`src/rtl/div_float_seq.sv`:
```
// div_float_seq: sequential IEEE-754 single-precision divider.
// Restoring division (one quotient bit per cycle), truncating, denormals flushed to zero.
module div_float_seq (
    input  logic        clk,
    input  logic        rst,
    input  logic        start,
    input  logic [31:0] dnd,
    input  logic [31:0] der,
    output logic        busy,
    output logic        done,
    output logic [31:0] quo,
    output logic        err
);
    typedef enum logic [1:0] {IDLE, ITER, NORM, SPEC} state_t;
    state_t state_q, state_d;
    logic              s_q, s_d, err_q, err_d, done_q, done_d;
    logic [7:0]        ea_q, ea_d, eb_q, eb_d;
    logic signed [9:0] e_q, e_d, en;
    logic [23:0]       m2_q, m2_d;
    logic [25:0]       r_q, r_d, diff;
    logic [24:0]       q_q, q_d;
    logic [4:0]        cnt_q, cnt_d;
    logic [31:0]       quo_q, quo_d;
    logic [22:0]       man;
    logic              ge, special;

    always_ff @(posedge clk) begin
        if (rst) begin
            state_q <= IDLE;
            s_q     <= 1'b0;
            ea_q    <= '0;
            eb_q    <= '0;
            e_q     <= '0;
            m2_q    <= '0;
            r_q     <= '0;
            q_q     <= '0;
            cnt_q   <= '0;
            quo_q   <= '0;
            err_q   <= 1'b0;
            done_q  <= 1'b0;
        end else begin
            state_q <= state_d;
            s_q     <= s_d;
            ea_q    <= ea_d;
            eb_q    <= eb_d;
            e_q     <= e_d;
            m2_q    <= m2_d;
            r_q     <= r_d;
            q_q     <= q_d;
            cnt_q   <= cnt_d;
            quo_q   <= quo_d;
            err_q   <= err_d;
            done_q  <= done_d;
        end
    end

    assign special = dnd[30:23] == 8'd0 || dnd[30:23] == 8'd255 ||
                     der[30:23] == 8'd0 || der[30:23] == 8'd255;

    always_comb begin
        state_d = state_q;
        case (state_q)
            IDLE:    if (start) state_d = special ? SPEC : ITER;
            ITER:    if (cnt_q == 5'd24) state_d = NORM;
            default: state_d = IDLE;
        endcase
    end

    always_comb begin
        busy = state_q != IDLE;
        done = done_q;
        quo  = quo_q;
        err  = err_q;
    end

    // A leading quotient bit of 0 means the quotient is in [0.5,1): shift once more.
    assign diff = r_q - {2'b00, m2_q};
    assign ge   = r_q >= {2'b00, m2_q};
    assign man  = q_q[24] ? q_q[23:1] : q_q[22:0];
    assign en   = q_q[24] ? e_q : e_q - 10'sd1;

    always_comb begin
        s_d    = s_q;
        ea_d   = ea_q;
        eb_d   = eb_q;
        e_d    = e_q;
        m2_d   = m2_q;
        r_d    = r_q;
        q_d    = q_q;
        cnt_d  = cnt_q;
        quo_d  = quo_q;
        err_d  = err_q;
        done_d = 1'b0;
        case (state_q)
            IDLE: if (start) begin
                s_d   = dnd[31] ^ der[31];
                ea_d  = dnd[30:23];
                eb_d  = der[30:23];
                e_d   = $signed({2'b00, dnd[30:23]}) - $signed({2'b00, der[30:23]}) + 10'sd127;
                m2_d  = {1'b1, der[22:0]};
                r_d   = {3'b001, dnd[22:0]};
                q_d   = '0;
                cnt_d = '0;
            end
            ITER: begin
                r_d   = ge ? diff << 1 : r_q << 1;
                q_d   = {q_q[23:0], ge};
                cnt_d = cnt_q == 5'd24 ? 5'd0 : cnt_q + 5'd1;
            end
            NORM: begin
                done_d = 1'b1;
                err_d  = en >= 10'sd255 || en <= 10'sd0;
                quo_d  = en >= 10'sd255 ? {s_q, 8'hFF, 23'd0} :
                         en <= 10'sd0   ? {s_q, 31'd0} : {s_q, en[7:0], man};
            end
            default: begin
                done_d = 1'b1;
                err_d  = ea_q == 8'd255 || eb_q == 8'd255 || eb_q == 8'd0;
                quo_d  = (ea_q == 8'd255 || eb_q == 8'd255) ? 32'h7FC00000 :
                         eb_q == 8'd0 ? {s_q, 8'hFF, 23'd0} : {s_q, 31'd0};
            end
        endcase
    end
endmodule

```
`config.mk`:
```
export PLATFORM = sky130hd
export DESIGN_NAME = div_float_seq
export DESIGN_NICKNAME = d
export VERILOG_FILES = /design/src/rtl/div_float_seq.sv
export SDC_FILE = /design/constraint.sdc
export NUM_CORES = 1
export LEC_CHECK = 0
export BUFFER_PORTS_ARGS = -buffer_cell sky130_fd_sc_hd__buf_2
export CAP_MARGIN = 15
export CORE_MARGIN = 1
export CORE_UTILIZATION = 57
export CTS_CLUSTER_DIAMETER = 200
export DETAILED_ROUTE_END_ITERATION = 16
export HOLD_SLACK_MARGIN = 0.08
export PLACE_DENSITY_LB_ADDON = 0.2
export SETUP_SLACK_MARGIN = 0.15
export SKIP_LAST_GASP = 1
export SLEW_MARGIN = 10
export SYNTH_ARGS = -nofsm -noshare
export SYNTH_HDL_FRONTEND = slang
export SYNTH_SLANG_ARGS = --single-unit
```
`constraint.sdc`:
```
create_clock -name clk -period 5 [get_ports clk]
set_input_delay 0.25 -clock clk [delete_from_list [all_inputs] [get_ports clk]]
set_output_delay 0.25 -clock clk [all_outputs]
set_load 0.1 [all_outputs]
```
# Yosys cells after proc, flatten, opt, wreduce, memory -nomap -nowiden
# Cells that the tools add are included.
# op_classes
n_mul,0
n_lt_le_gt_ge,3
reduce_logical,16
n_addsub,5
n_eq_ne,9
n_shift,0
n_mux,21
bitwise_logic,1
div_mod_pow,0
# ops
operator,n
2-to-1 mux 31 bit,3
case mux 32 bit (2 select lines),1
2-to-1 mux 26 bit,2
case mux 26 bit (2 select lines),1
case mux 25 bit (2 select lines),1
"equality test 8 bit, second input constant",4
2-to-1 mux 32 bit,1
>= comparator 26 x 24 -> 1 bit,1
2-to-1 mux 25 bit,1
subtractor 25 x 24 -> 25 bit,1
zero test 8 bit,3
2-to-1 mux 23 bit,1
"adder 9 x 8 -> 10 bit, second input constant",1
">= comparator 10 x 9 -> 1 bit, second input constant",1
"less-or-equal comparator 10 x 1 -> 1 bit, second input constant",1
2-to-1 mux 10 bit,1
2-to-1 mux 5 bit,2
case mux 5 bit (2 select lines),1
"subtractor 10 x 2 -> 10 bit, second input constant",1
subtractor 8 x 8 -> 9 bit,1
logical OR 1 bit,6
2-to-1 mux 2 bit,3
AND reduction 2 bit,3
"adder 5 x 1 -> 5 bit, second input constant",1
other kinds (11),13
# totals
mem_bits_ro,0
word_cells,67
latch_bits,0
out_inout_bits,35
reg_bits,143
ramBits,0
mem_count,0

# Depth between registers and ports, before layout
# Gate-level depths: netlist (run 1).
# logic_depth
word_depth,7
mapped_depth,13

# Worst setup path before layout (run 1)
# Ideal clock, no wire load.
# synth_path
path_kind,register to register
startpoint,register r_q[0]
endpoint,register r_q[1]
slack_ps,2313
stages_incl_launch_ff,14
required_time_ps,4905
n_path_buf,2
arrival_time_ps,2592
cell_sequence,dfxtp_1 -> inv_1 -> ha_1 -> fa_1 -> nor2b_1 -> o31ai_1 -> a211oi_1 -> nor2_1 -> a21o_1 -> buf_2 -> nand2_2 -> buf_4 -> o211ai_1 -> a221oi_1
# synth_via
elab_chain_len,3
elab_cells_between_ends,4
cone_classes,add/sub (1); order compare (1); mux (2)
# synth_lines
element,line_no,source
start: declaration,20,"logic [25:0] r_q, r_d, diff;"
start signal: assignment,48,r_q <= r_d;
subtractor 25 x 24 -> 25 bit / >= comparator 26 x 24 -> 1 bit (equally long branches),"77, 78",
2-to-1 mux 26 bit (*),106,r_d = ge ? diff << 1 : r_q << 1;
case mux 26 bit (2 select lines) (*),94,case (state_q)
# Mark *: on every way between the ends. The rest lies on a longest branch, timed or not.
# A chain may end at the register's enable or synchronous reset.

# Final worst setup path (run 1)
# layout_path
startpoint,register r_q[0]
endpoint,register r_q[25]
# Same word-level chain as after synthesis.

==> results of run 1 <==
-- timing repair --
action,in CTS,in global routing
hold buffers,22,0
hold endpoints to repair,22,0
buffers inserted,0,0
-- kinds of logic (layout without fill, tap and decap cells) --
kind of cell             after synthesis  count (layout)  share of synthesized area, %
AND/OR/NAND/NOR                      330             330                          18.7
AO/OA/AOI/OAI                        299             299                          25.4
flip-flops                           143             143                          36.4
buffers and inverters                105             212                          5.60
adder cells (fa/ha/maj)               38              38                          6.24
multiplexers                          33              33                          4.20
XOR/XNOR                              31              31                          3.45
-- path summary, 6_finish.rpt --
check                                 to  cells past startpoint     from
worst min register to register    quo[9]                      2   quo[9]
worst max-delay path             r_q[25]                     11   r_q[0]
worst max register to register   r_q[25]                     11   r_q[0]
worst min-delay path            m2_q[21]                      3  der[21]
-- through the flow --
stage	utilization [%]	std cells
floorplan	-	979
global placement	63.1	1207
detailed placement	63.2	1208
CTS	68.9	1262
global route	68.9	1262
finish	68.9	1262
-- worst max-delay path, cell delays in order, from the launching register on --
cell       delay (ns)
dfxtp_1          0.34
inv_1            0.05
ha_1             0.20
fa_1             0.41
nor2b_1          0.21
o31ai_1          0.14
a211oi_1         0.35
nor2_1           0.11
a21o_1           0.26
nand2_2          0.43
a221oi_1         0.15
a2111oi_0        0.42
-- state kept, by name (all words and copies together) (netlist names) --
| name | count |
|---|---|
| cnt_q | 5 |
| done | 1 |
| e_q | 10 |
| ea_q | 8 |
| eb_q | 8 |
| err | 1 |
| m2_q | 24 |
| q_q | 25 |
| quo | 32 |
| r_q | 26 |
| s_q | 1 |
| state_q | 2 |
-- power by group through the flow --
stage / Sequential (uW) / Combinational [uW] / Clock, uW
2_1_floorplan: 1390 / 1230 / 0
3_3_place_gp: 1360 / 1570 / 0
3_5_place_dp: 1370 / 1580 / 0
4_1_cts: 1350 / 1610 / 1160
5_1_grt: 1360 / 1800 / 1210
6_report: 1350 / 1620 / 1140
-- synthesized netlist by cell type, types with 7 or more instances --
library cell / number
ha_1: 36
clkbuf_1: 45
nor2b_1: 8
a211oi_1: 30
dfxtp_1: 143
nand2_1: 142
nand4_1: 12
nor2_1: 86
or3_1: 10
nand2b_1: 9
o31ai_1: 10
xnor2_1: 26
nor3_1: 17
a21o_1: 13
mux2i_1: 33
nor4_1: 10
o22ai_1: 13
a22oi_1: 28
o21ai_2: 20
inv_1: 48
nand3_1: 18
o21a_1: 7
o21ai_0: 41
a21oi_1: 85
-- final cells by class --
type | count | share of cell area [%]
clock inverters | 11 | 0.939
well taps | 176 | 2.40
clock buffers | 21 | 4.90
repair buffers | 131 | 8.66
multi-input cells | 731 | 50.0
flip-flops and latches | 143 | 31.1
inverters | 49 | 2.00
-- routing by layer --
layer	wire length (um)	track usage, %	vias up
met5	0	0	-
met2	8470	43.1	193
li1	-	-	3704
met3	938	5.17	28
met4	370	10.9	0
met1	9220	38.1	3352
==> results.md, run 1 <==
- Clock group share of total power: 27.8%
- Synth top area share: 36.4%
- Critical Path RT: 5.30 ns
- Synthesized netlist cell count: 979
- Area growth syn-to-layout: 16.9%
- DP Wirelength: 12.9 mm
- Sequential share of power: 32.8%
- Wirelength, routed: 19.0 mm
- TritonRoute pass-1 iters: 6
- Leakage: 0.00366 uW
- FF/Latch Area: 0.00286 sq mm
- VDD IR max: 0.000356 V
- Final hold vios: 0
- H-tree Lvls: 4
- Synth unique cells: 64
- Switching share of power: 38.6%
- Setup CP Type: flip-flop to flip-flop
- Slew Viols, Final: 0
- Initial Util: 58.9%
- Final setup vio count: 0
- Core Box Area: 0.0133 sq mm
- Worst Hold Slack: 0.0965 ns
- Post-Syn Area: 0.00786 sq mm
- Fraction of layout cells with a size suffix above 1: 15.8%
- Worst setup EP type: flip-flop
- ANT nets after route: 0
- RSZ-0062 raised after global routing: false
- Max Clk Rate: 312 MHz
- PostCTS Resize Cnt: 0
- Post-route cell area: 0.00919 sq mm
- Startpoint Class: flip-flop
- Worst hold path type: primary input to flip-flop
- PwrDens: 447 mW/mm^2
- Post-synth EDFFs: 0
- DRC viols: 0
- Place WS: 1.79 ns
- Initial DRC count: 640
- Critical path data arrival time: 3.51 ns
- Slew Limit Headroom: 33.6%
- TritonCTS clock tree: yes
- Final worst path period share: 64.2%
- Vias in the first global route: 6,760
- I/O pins: 102
- Cell taking the most area after synthesis: dfxtp_1
- First-pass GRT wire length: 31.9 mm
- Synth Warn #: 0
- Num CTS Buffers: 17
- Chip Height: 119 um
- Status: finished clean
- Initial antenna violation count: 0
- Post-DP Area: 0.00844 sq mm
- Gp weighted congestion: 0.882
- Main synth FF type: dfxtp_1
- Register bit count reported by yosys: 143
- Sink Count: 143
- Post-synth net total: 1,084
- N_diodes: 0
- Logic pwr share: 39.4%
- Clock root buffer: clkbuf_16
- Std cell rows: 42
- Average size of a mapped cell: 8.03 sq um
- Final TNS setup: 0 ns
- Worst-path clk slew: 0.06 ns
- Avg WL per Cell: 15.1 um
- Commonest non-fill, non-tap cell in the layout: dfxtp_1
- NetSw: 1590 uW
- Worst-margin pin slew: 0.995 ns
- Setup Skew: 0.00765 ns
- Max Cap Viol: 0
- Fin crit period: 3.21 ns
- Gr usage total: 27.8%
- Vias after detailed routing: 7,277
- FILL cells: 1,161
- Layout Nets: 1,178
- Pin count of the biggest net entering global routing: 97
- Most frequent cells in the layout: dfxtp_1, nand2_1, buf_2
- Die X: 119 um
- Die area: 0.0143 sq mm
- Latest clock arrival within the worst-skew pair: 0.43 ns
- Final worst slack: 1.79 ns
- Total grt overflow: 0
- FF-to-FF setup slack: 1.79 ns
- Crit Path Max Fanout: 18
- Post-synthesis sequential area ratio: 36.4%
- Multi-input gate area: 0.00459 sq mm
- Routed vias/inst: 5.77
- IO buf count: 101
- Overall Power: 4110 uW
- Async SR Flop Fraction: 0%
- Clock tree buffer depth: 2
- Ranking of synthesized cells by area: dfxtp_1, nand2_1, ha_1
- Int Power: 2520 uW
Power figures use the tool's default switching activity.
==> run 2, diff against run 1 <==
--- a/config.mk
+++ b/config.mk
@@ -5,10 +5,11 @@
 export SDC_FILE = /design/constraint.sdc
 export NUM_CORES = 1
 export LEC_CHECK = 0
+export ABC_AREA = 1
 export BUFFER_PORTS_ARGS = -buffer_cell sky130_fd_sc_hd__buf_2
 export CAP_MARGIN = 15
 export CORE_MARGIN = 1
-export CORE_UTILIZATION = 57
+export CORE_UTILIZATION = 54
 export CTS_CLUSTER_DIAMETER = 200
 export DETAILED_ROUTE_END_ITERATION = 16
 export HOLD_SLACK_MARGIN = 0.08
==> constraint.sdc (replaced) <==
create_clock -name clk -period 2.6 [get_ports clk]
set_input_delay 0.13 -clock clk [delete_from_list [all_inputs] [get_ports clk]]
set_output_delay 0.13 -clock clk [all_outputs]
set_load 0.1 [all_outputs]
==> results.md, run 2 <==
- Status: finished clean (unchanged)
- Worst-path clk slew: 0.06 ns (about the same)
- Largest register FFs: 32 (unchanged)
- Synthesized netlist cell count: 1,309 (was 979)
- Std cell rows: 46 (was 42)
- Final hold vios: 0 (unchanged)
- Layout Nets: 1,553 (was 1,178)
- Count leader, synth: nand2_1 (was dfxtp_1)
- Post-route cell area: 0.0106 sq mm (was 0.00919 sq mm)
- Fraction of layout cells with a size suffix above 1: 15.1% (was 15.8%)
- Critical path data arrival time: 2.55 ns (was 3.51 ns)
- Register bit count reported by yosys: 143 (unchanged)
- Pin count of the biggest net entering global routing: 52 (was 97)
- Crit-path cells: dlygate4sd3_1 -> buf_2 -> inv_1 -> ha_1 -> inv_1 -> fa_2 -> inv_1 -> ha_1 -> inv_1 -> nor2_1 -> nand2_1 -> nor2_1 -> nand3_1 -> nand3_1 -> nand2_1 -> inv_1 -> nor2_1 (was inv_1 -> ha_1 -> fa_1 -> nor2b_1 -> o31ai_1 -> a211oi_1 -> nor2_1 -> a21o_1 -> nand2_2 -> a221oi_1 -> a2111oi_0)
- Max incr delay on CP: 0.53 ns (was 0.43 ns)
- DRC viols: 0 (unchanged)
- Max Clk Rate: 449 MHz
- Post-synth net total: 1,414 (was 1,084)
- Post-synthesis sequential area ratio: 32.8% (was 36.4%)
- TritonRoute pass-1 iters: 5 (was 6)
- Max Cap Viol: 0 (unchanged)
- Slowest-stage cell, CP: dlygate4sd3_1 (was nand2_2)
- Hold path cells: 5 (was 3)
- RSZ-0062 raised after global routing: false (unchanged)
- Post-DP Area: 0.00941 sq mm (was 0.00844 sq mm)
- FF-to-FF setup slack: 0.40 ns (was 1.79 ns)
- Critical R2R Capture: r_q[14] (was r_q[25])
- Leakage: 0.00499 uW (was 0.00366 uW)
- ANT nets after route: 0 (unchanged)
- Average size of a mapped cell: 6.67 sq um (was 8.03 sq um)
- Fin crit period: 2.23 ns
- Avg WL per Cell: 14.6 um (was 15.1 um)
- Sink Count: 143 (unchanged)
- Vias after detailed routing: 9,124 (was 7,277)
- Dpl cells: 1,585 (was 1,208)
- Die X: 129 um (was 119 um)
- Routed vias/inst: 5.44 (was 5.77)
- Vias in the first global route: 8,402 (was 6,760)
- Min-delay src: dnd[10] (was der[21])
- Ranking of synthesized cells by area: dfxtp_1, nand2_1, a21oi_1 (was dfxtp_1, nand2_1, ha_1)
- Slew Viols, Final: 0 (unchanged)
- Slew Limit Headroom: 49.7% (was 33.6%)
- Core Box Area: 0.0158 sq mm (was 0.0133 sq mm)
- Die area: 0.0167 sq mm (was 0.0143 sq mm)
- First-pass GRT wire length: 39.7 mm (was 31.9 mm)
- Setup Skew: 0.00771 ns (was 0.00765 ns)
- Cell family with most CP delay: buffers and inverters (was compound AO/OA/AOI/OAI gates)
- Main synth FF type: dfxtp_1 (unchanged)
- Area growth syn-to-layout: 21.4% (was 16.9%)
- Worst-margin pin slew: 0.754 ns (was 0.995 ns)
- PwrDens: 730 mW/mm^2 (was 447 mW/mm^2)
- Critical Path Most Common Cell: inv_1
- Most frequent cells after synthesis: nand2_1, inv_1, dfxtp_1 (was dfxtp_1, nand2_1, nor2_1)
- Initial antenna violation count: 1 (was 0)
- Final non-filler cell total: 1,677 (was 1,262)
- Synth unique cells: 47 (was 64)
- Worst hold path type: primary input to flip-flop (unchanged)
- R2r startpoint: m2_q[18] (was r_q[0])
- Startpoint Class: primary input (was flip-flop)
- Crit Path Max Fanout: 3 (was 18)
- Post-Syn Area: 0.00874 sq mm (was 0.00786 sq mm)
- Cell taking the most area after synthesis: dfxtp_1 (unchanged)
- Num CTS Buffers: 17 (unchanged)
- Async SR Flop Fraction: 0% (unchanged)
- Post-synth EDFFs: 0 (unchanged)
- TritonCTS clock tree: yes (unchanged)
- IO buf count: 101 (unchanged)
- Wirelength, routed: 24.5 mm (was 19.0 mm)
- CP bufs+invs: 7 (was 1)
- Commonest non-fill, non-tap cell in the layout: nand2_1 (was dfxtp_1)
- Worst setup EP type: flip-flop (unchanged)
- VDD IR max: 0.000521 V (was 0.000356 V)
- Initial DRC count: 694 (was 640)
- Gr usage total: 30.0% (was 27.8%)
- Clock tree buffer depth: 2 (unchanged)
- Final setup vio count: 0 (unchanged)
- Total stage count of the critical path: 17 (was 11)
- I/O pins: 102 (unchanged)
- Most frequent cells in the layout: nand2_1, inv_1, dfxtp_1 (was dfxtp_1, nand2_1, buf_2)
- Gp weighted congestion: 0.945 (was 0.882)
- FF-to-FF path depth: 13 (was 11)
- Total grt overflow: 0 (unchanged)
- Critical Path RT: 2.93 ns (was 5.30 ns)
- Sink of the worst hold path: r_q[10] (was m2_q[21])
- Clock root buffer: clkbuf_16 (unchanged)
- Final worst path period share: 85.6%
- DP Wirelength: 17.2 mm (was 12.9 mm)
- Final TNS setup: 0 ns (unchanged)
- Synth top area share: 32.8% (was 36.4%)
- Synth Warn #: 0 (unchanged)
- Latest clock arrival within the worst-skew pair: 0.43 ns (about the same)
- H-tree Lvls: 4 (unchanged)
- Initial Util: 55.2% (was 58.9%)
- Setup CP Type: primary input to flip-flop (was flip-flop to flip-flop)
- Chip Height: 129 um (was 119 um)
## run 2: timing repair
| action | 4_1_cts | 5_1_grt |
|---|---|---|
| hold endpoints to repair | 56 | 0 |
| gates resized for setup | 0 | 4 |
| endpoints found under the setup margin | 0 | 12 |
| buffers inserted | 0 | 4 |
| hold buffers | 56 | 0 |
## run 2: layout make-up
class	instances	area, sq um
Timing Repair Buffer	180	1260
Multi-Input combinational cell	928	4960
Sequential cell	143	2860
Clock inverter	11	133
Inverter	178	671
Tap cell	216	270
Antenna cell	1	2.50
Fill cell	1447	5220
Clock buffer	20	447
## run 2: worst max-delay path by stage
stage	slack (ns)	end	startpoint
final	0.37	e_q[8]	dnd[23]
after global routing	0.15	e_q[7]	dnd[23]
after CTS	0.27	r_q[14]	r_q[0]
after detailed placement	0.28	r_q[7]	r_q[0]
after global placement	0.31	r_q[14]	m2_q[10]
after floorplan	0.53	e_q[0]	state_q[1]
## run 2: metrics by stage
stage / total power, uW / setup WS (ns) / hold WS (ns) / utilization [%]
finish: 7740 / 0.375 / 0.0920 / 67.0
global route: 8210 / 0.151 / 0.126 / 67.0
CTS: 7650 / 0.267 / 0.0816 / 66.6
detailed placement: 5160 / 0.278 / 0.395 / 59.4
global placement: 5150 / 0.312 / 0.387 / 59.4
floorplan: 4540 / 0.530 / 0.265 / -
## run 2: logic make-up (layout without fill, tap and decap cells)
logic type / count (synthesis) / count (layout) / share of synthesized area, %
buf+inv: 238 / 389 / 10.9
xor+xnor: 23 / 23 / 2.31
flops: 143 / 143 / 32.8
compound gates: 292 / 292 / 19.4
fa+ha+maj: 38 / 38 / 5.61
simple gates: 575 / 575 / 29.1
other cells: 0 / 1 / 0
## run 2: power breakdown
group | total [uW] | switching, uW | internal [uW]
logic | 2860 | 1870 | 988
registers | 2460 | 106 | 2350
clock network | 2420 | 976 | 1440
## run 2: worst register-to-register path, delay by kind of cell, from the launching register on
kind / cells / cell delay, ns
and+or+nand+nor: 9 / 1.15
adders and majority gates: 1 / 0.40
DFF: 1 / 0.31
buffers and inverters: 3 / 0.24
## run 2: per-layer routing
| metal | wire length (um) | up-vias | part of all wire, % | GRT usage [%] |
|---|---|---|---|---|
| li1 | - | 4589 | - | - |
| met1 | 11100 | 4221 | 45 | 37.7 |
| met2 | 11500 | 268 | 47 | 50.3 |
| met3 | 1420 | 46 | 5.8 | 7.18 |
| met4 | 529 | 0 | 2.2 | 9.69 |
| met5 | 0 | - | 0 | 0 |
==> run 3, diff against run 2 <==
--- a/config.mk
+++ b/config.mk
@@ -7,9 +7,9 @@
 export LEC_CHECK = 0
 export ABC_AREA = 1
 export BUFFER_PORTS_ARGS = -buffer_cell sky130_fd_sc_hd__buf_2
-export CAP_MARGIN = 15
+export CAP_MARGIN = 5
 export CORE_MARGIN = 1
-export CORE_UTILIZATION = 54
+export CORE_UTILIZATION = 51
 export CTS_CLUSTER_DIAMETER = 200
 export DETAILED_ROUTE_END_ITERATION = 16
 export HOLD_SLACK_MARGIN = 0.08
==> results.md, run 3 (same netlist as run 2, synthesis figures left out) <==
- TritonCTS clock tree: yes (unchanged)
- Max Cap Viol: 0 (unchanged)
- Leakage: 0.00497 uW (was 0.00499 uW)
- VDD IR max: 0.000516 V (was 0.000521 V)
- CP bufs+invs: 7 (unchanged)
- Worst-margin pin slew: 0.625 ns (was 0.754 ns)
- Critical path data arrival time: 2.59 ns (was 2.55 ns)
- Critical R2R Capture: r_q[4] (was r_q[14])
- Setup Skew: 0.0112 ns (was 0.00771 ns)
- TritonRoute pass-1 iters: 5 (unchanged)
- Startpoint Class: primary input (unchanged)
- Clock group share of total power: 29.7% (was 31.3%)
- Max incr delay on CP: 0.53 ns (about the same)
- NetSw: 2960 uW (about the same)
- Pin count of the biggest net entering global routing: 58 (was 52)
- Final worst path period share: 86.8% (was 85.6%)
- Commonest non-fill, non-tap cell in the layout: nand2_1 (unchanged)
- Routed vias/inst: 5.34 (was 5.44)
- Int Power: 4560 uW (was 4780 uW)
- Die X: 133 um (was 129 um)
- Final TNS setup: 0 ns (unchanged)
- Initial Util: 52.5% (was 55.2%)
- Final non-filler cell total: 1,681 (was 1,677)
- R2r startpoint: m2_q[20] (was m2_q[18])
- I/O pins: 102 (unchanged)
- RSZ-0062 raised after global routing: true (was false)
- Setup CP Type: primary input to flip-flop (unchanged)
- Critical Path Most Common Cell: inv_1 (unchanged)
- Crit-path cells: dlygate4sd3_1 -> buf_2 -> inv_1 -> ha_1 -> inv_1 -> fa_2 -> inv_1 -> ha_1 -> inv_1 -> nor2_1 -> nand2_1 -> nor2_1 -> nand3_1 -> nand3_1 -> nand2_1 -> inv_1 -> nor2_1 (unchanged)
- Worst-path clk slew: 0.06 ns (about the same)
- Initial antenna violation count: 1 (unchanged)
- FF-to-FF setup slack: 0.35 ns (was 0.40 ns)
- Fin crit period: 2.26 ns (was 2.23 ns)
- FF-to-FF path depth: 14 (was 13)
- Most frequent cells in the layout: nand2_1, inv_1, dfxtp_1 (unchanged)
- Avg WL per Cell: 14.6 um (about the same)
- Logic pwr share: 37.7% (was 37.0%)
- Max Clk Rate: 443 MHz (was 449 MHz)
- Gr usage total: 28.6% (was 30.0%)
- Cell family with most CP delay: buffers and inverters (unchanged)
- Core Box Area: 0.0166 sq mm (was 0.0158 sq mm)
- Post-route cell area: 0.0106 sq mm (about the same)
- IO buf count: 101 (unchanged)
- Worst setup EP type: flip-flop (unchanged)
- Crit Path Max Fanout: 3 (unchanged)
- Num CTS Buffers: 17 (unchanged)
- Sink of the worst hold path: r_q[20] (was r_q[10])
- Layout Nets: 1,553 (unchanged)
- H-tree Lvls: 4 (unchanged)
- PwrDens: 712 mW/mm^2 (was 730 mW/mm^2)
- Worst Hold Slack: 0.0864 ns (was 0.0920 ns)
- DRC viols: 0 (unchanged)
- DP Wirelength: 17.4 mm (was 17.2 mm)
- ANT nets after route: 0 (unchanged)
- Total grt overflow: 0 (unchanged)
- Slowest-stage cell, CP: dlygate4sd3_1 (unchanged)
- Post-DP Area: 0.00948 sq mm (was 0.00941 sq mm)
- Latest clock arrival within the worst-skew pair: 0.43 ns (about the same)
- Vias in the first global route: 8,431 (was 8,402)
- Initial DRC count: 633 (was 694)
- Sequential share of power: 32.6% (was 31.7%)
- Chip Height: 133 um (was 129 um)
- Worst hold path type: primary input to flip-flop (unchanged)
- Final hold vios: 0 (unchanged)
- Vias after detailed routing: 8,983 (was 9,124)
- Largest register FFs: 32 (unchanged)
- Hold path cells: 3 (was 5)
- Switching share of power: 39.4% (was 38.2%)
- Std cell rows: 47 (was 46)
- Min-delay src: dnd[20] (was dnd[10])
- First-pass GRT wire length: 40.7 mm (was 39.7 mm)
- Critical Path RT: 2.93 ns (about the same)
- Dpl cells: 1,595 (was 1,585)
- Slew Viols, Final: 0 (unchanged)
- Final setup vio count: 0 (unchanged)
- Wirelength, routed: 24.6 mm (was 24.5 mm)
- Area growth syn-to-layout: 21.0% (was 21.4%)
- Fraction of layout cells with a size suffix above 1: 15.3% (was 15.1%)
- Sink Count: 143 (unchanged)
- Status: finished clean (unchanged)
- Clock root buffer: clkbuf_16 (unchanged)
- Gp weighted congestion: 0.953 (was 0.945)
- Slew Limit Headroom: 58.3% (was 49.7%)
- Clock tree buffer depth: 2 (unchanged)
- Die area: 0.0177 sq mm (was 0.0167 sq mm)
[run 3: changes by cell type in the layout (fill, tap and decap cells not counted), sizes merged]
cell | before | now
buf | 124 | 127
bufinv | 2 | 0
clkinvlp | 2 | 4
dlygate4sd3 | 56 | 53
[run 3: how the worst max path moves through the flow]
stage,from,to,slack [ns],cells after the start
2_1_floorplan,state_q[1],e_q[0],0.53,9
3_3_place_gp,m2_q[10],r_q[4],0.38,14
3_5_place_dp,r_q[0],r_q[4],0.33,14
4_1_cts,r_q[0],r_q[4],0.32,14
5_1_grt,dnd[23],e_q[9],0.1,16
6_report,dnd[23],e_q[8],0.34,17
[run 3: repair_timing]
action | CTS | global route
buffers inserted | 0 | 1
endpoints found under the hold margin | 52 | 0
resized for setup | 0 | 4
hold buffers | 53 | 0
endpoints found under the setup margin | 0 | 8
[run 3: routing by layer]
metal / part of all wire (%) / global-route usage, %
met5: 0 / 0
met3: 5.1 / 4.21
met4: 2.8 / 12.0
met1: 46 / 37.3
met2: 46 / 47.1
[run 3: area by class of cell]
| cell class | count | area, sq um |
|---|---|---|
| fillers | 1567 | 6070 |
| multi-input cells | 928 | 4960 |
| flip-flops and latches | 143 | 2860 |
| repair buffers | 180 | 1270 |
| inverters | 178 | 671 |
| clock buffers | 20 | 447 |
| well taps | 220 | 275 |
| clock inverters | 11 | 86.3 |
| diodes | 1 | 2.50 |
[run 3: per-stage QoR]
stage	setup WS, ns	utilization [%]	power (uW)
final	0.343	63.5	7520
after detailed placement	0.327	57.0	5210
after global placement	0.379	57.0	5200
after floorplan	0.530	-	4540
after global routing	0.0999	63.5	8000
after CTS	0.322	63.4	7510
[run 3: worst min-delay path: stages]
cell     delay, ns
buf_2         0.08
a21oi_1       0.09
a21oi_1       0.16
[run 3: power groups by stage]
stage	clock network (uW)	registers (uW)	logic, uW
global placement	0	2500	2710
floorplan	0	2540	2000
finish	2230	2450	2830
CTS	2270	2450	2790
detailed placement	0	2500	2710
global route	2350	2470	3180
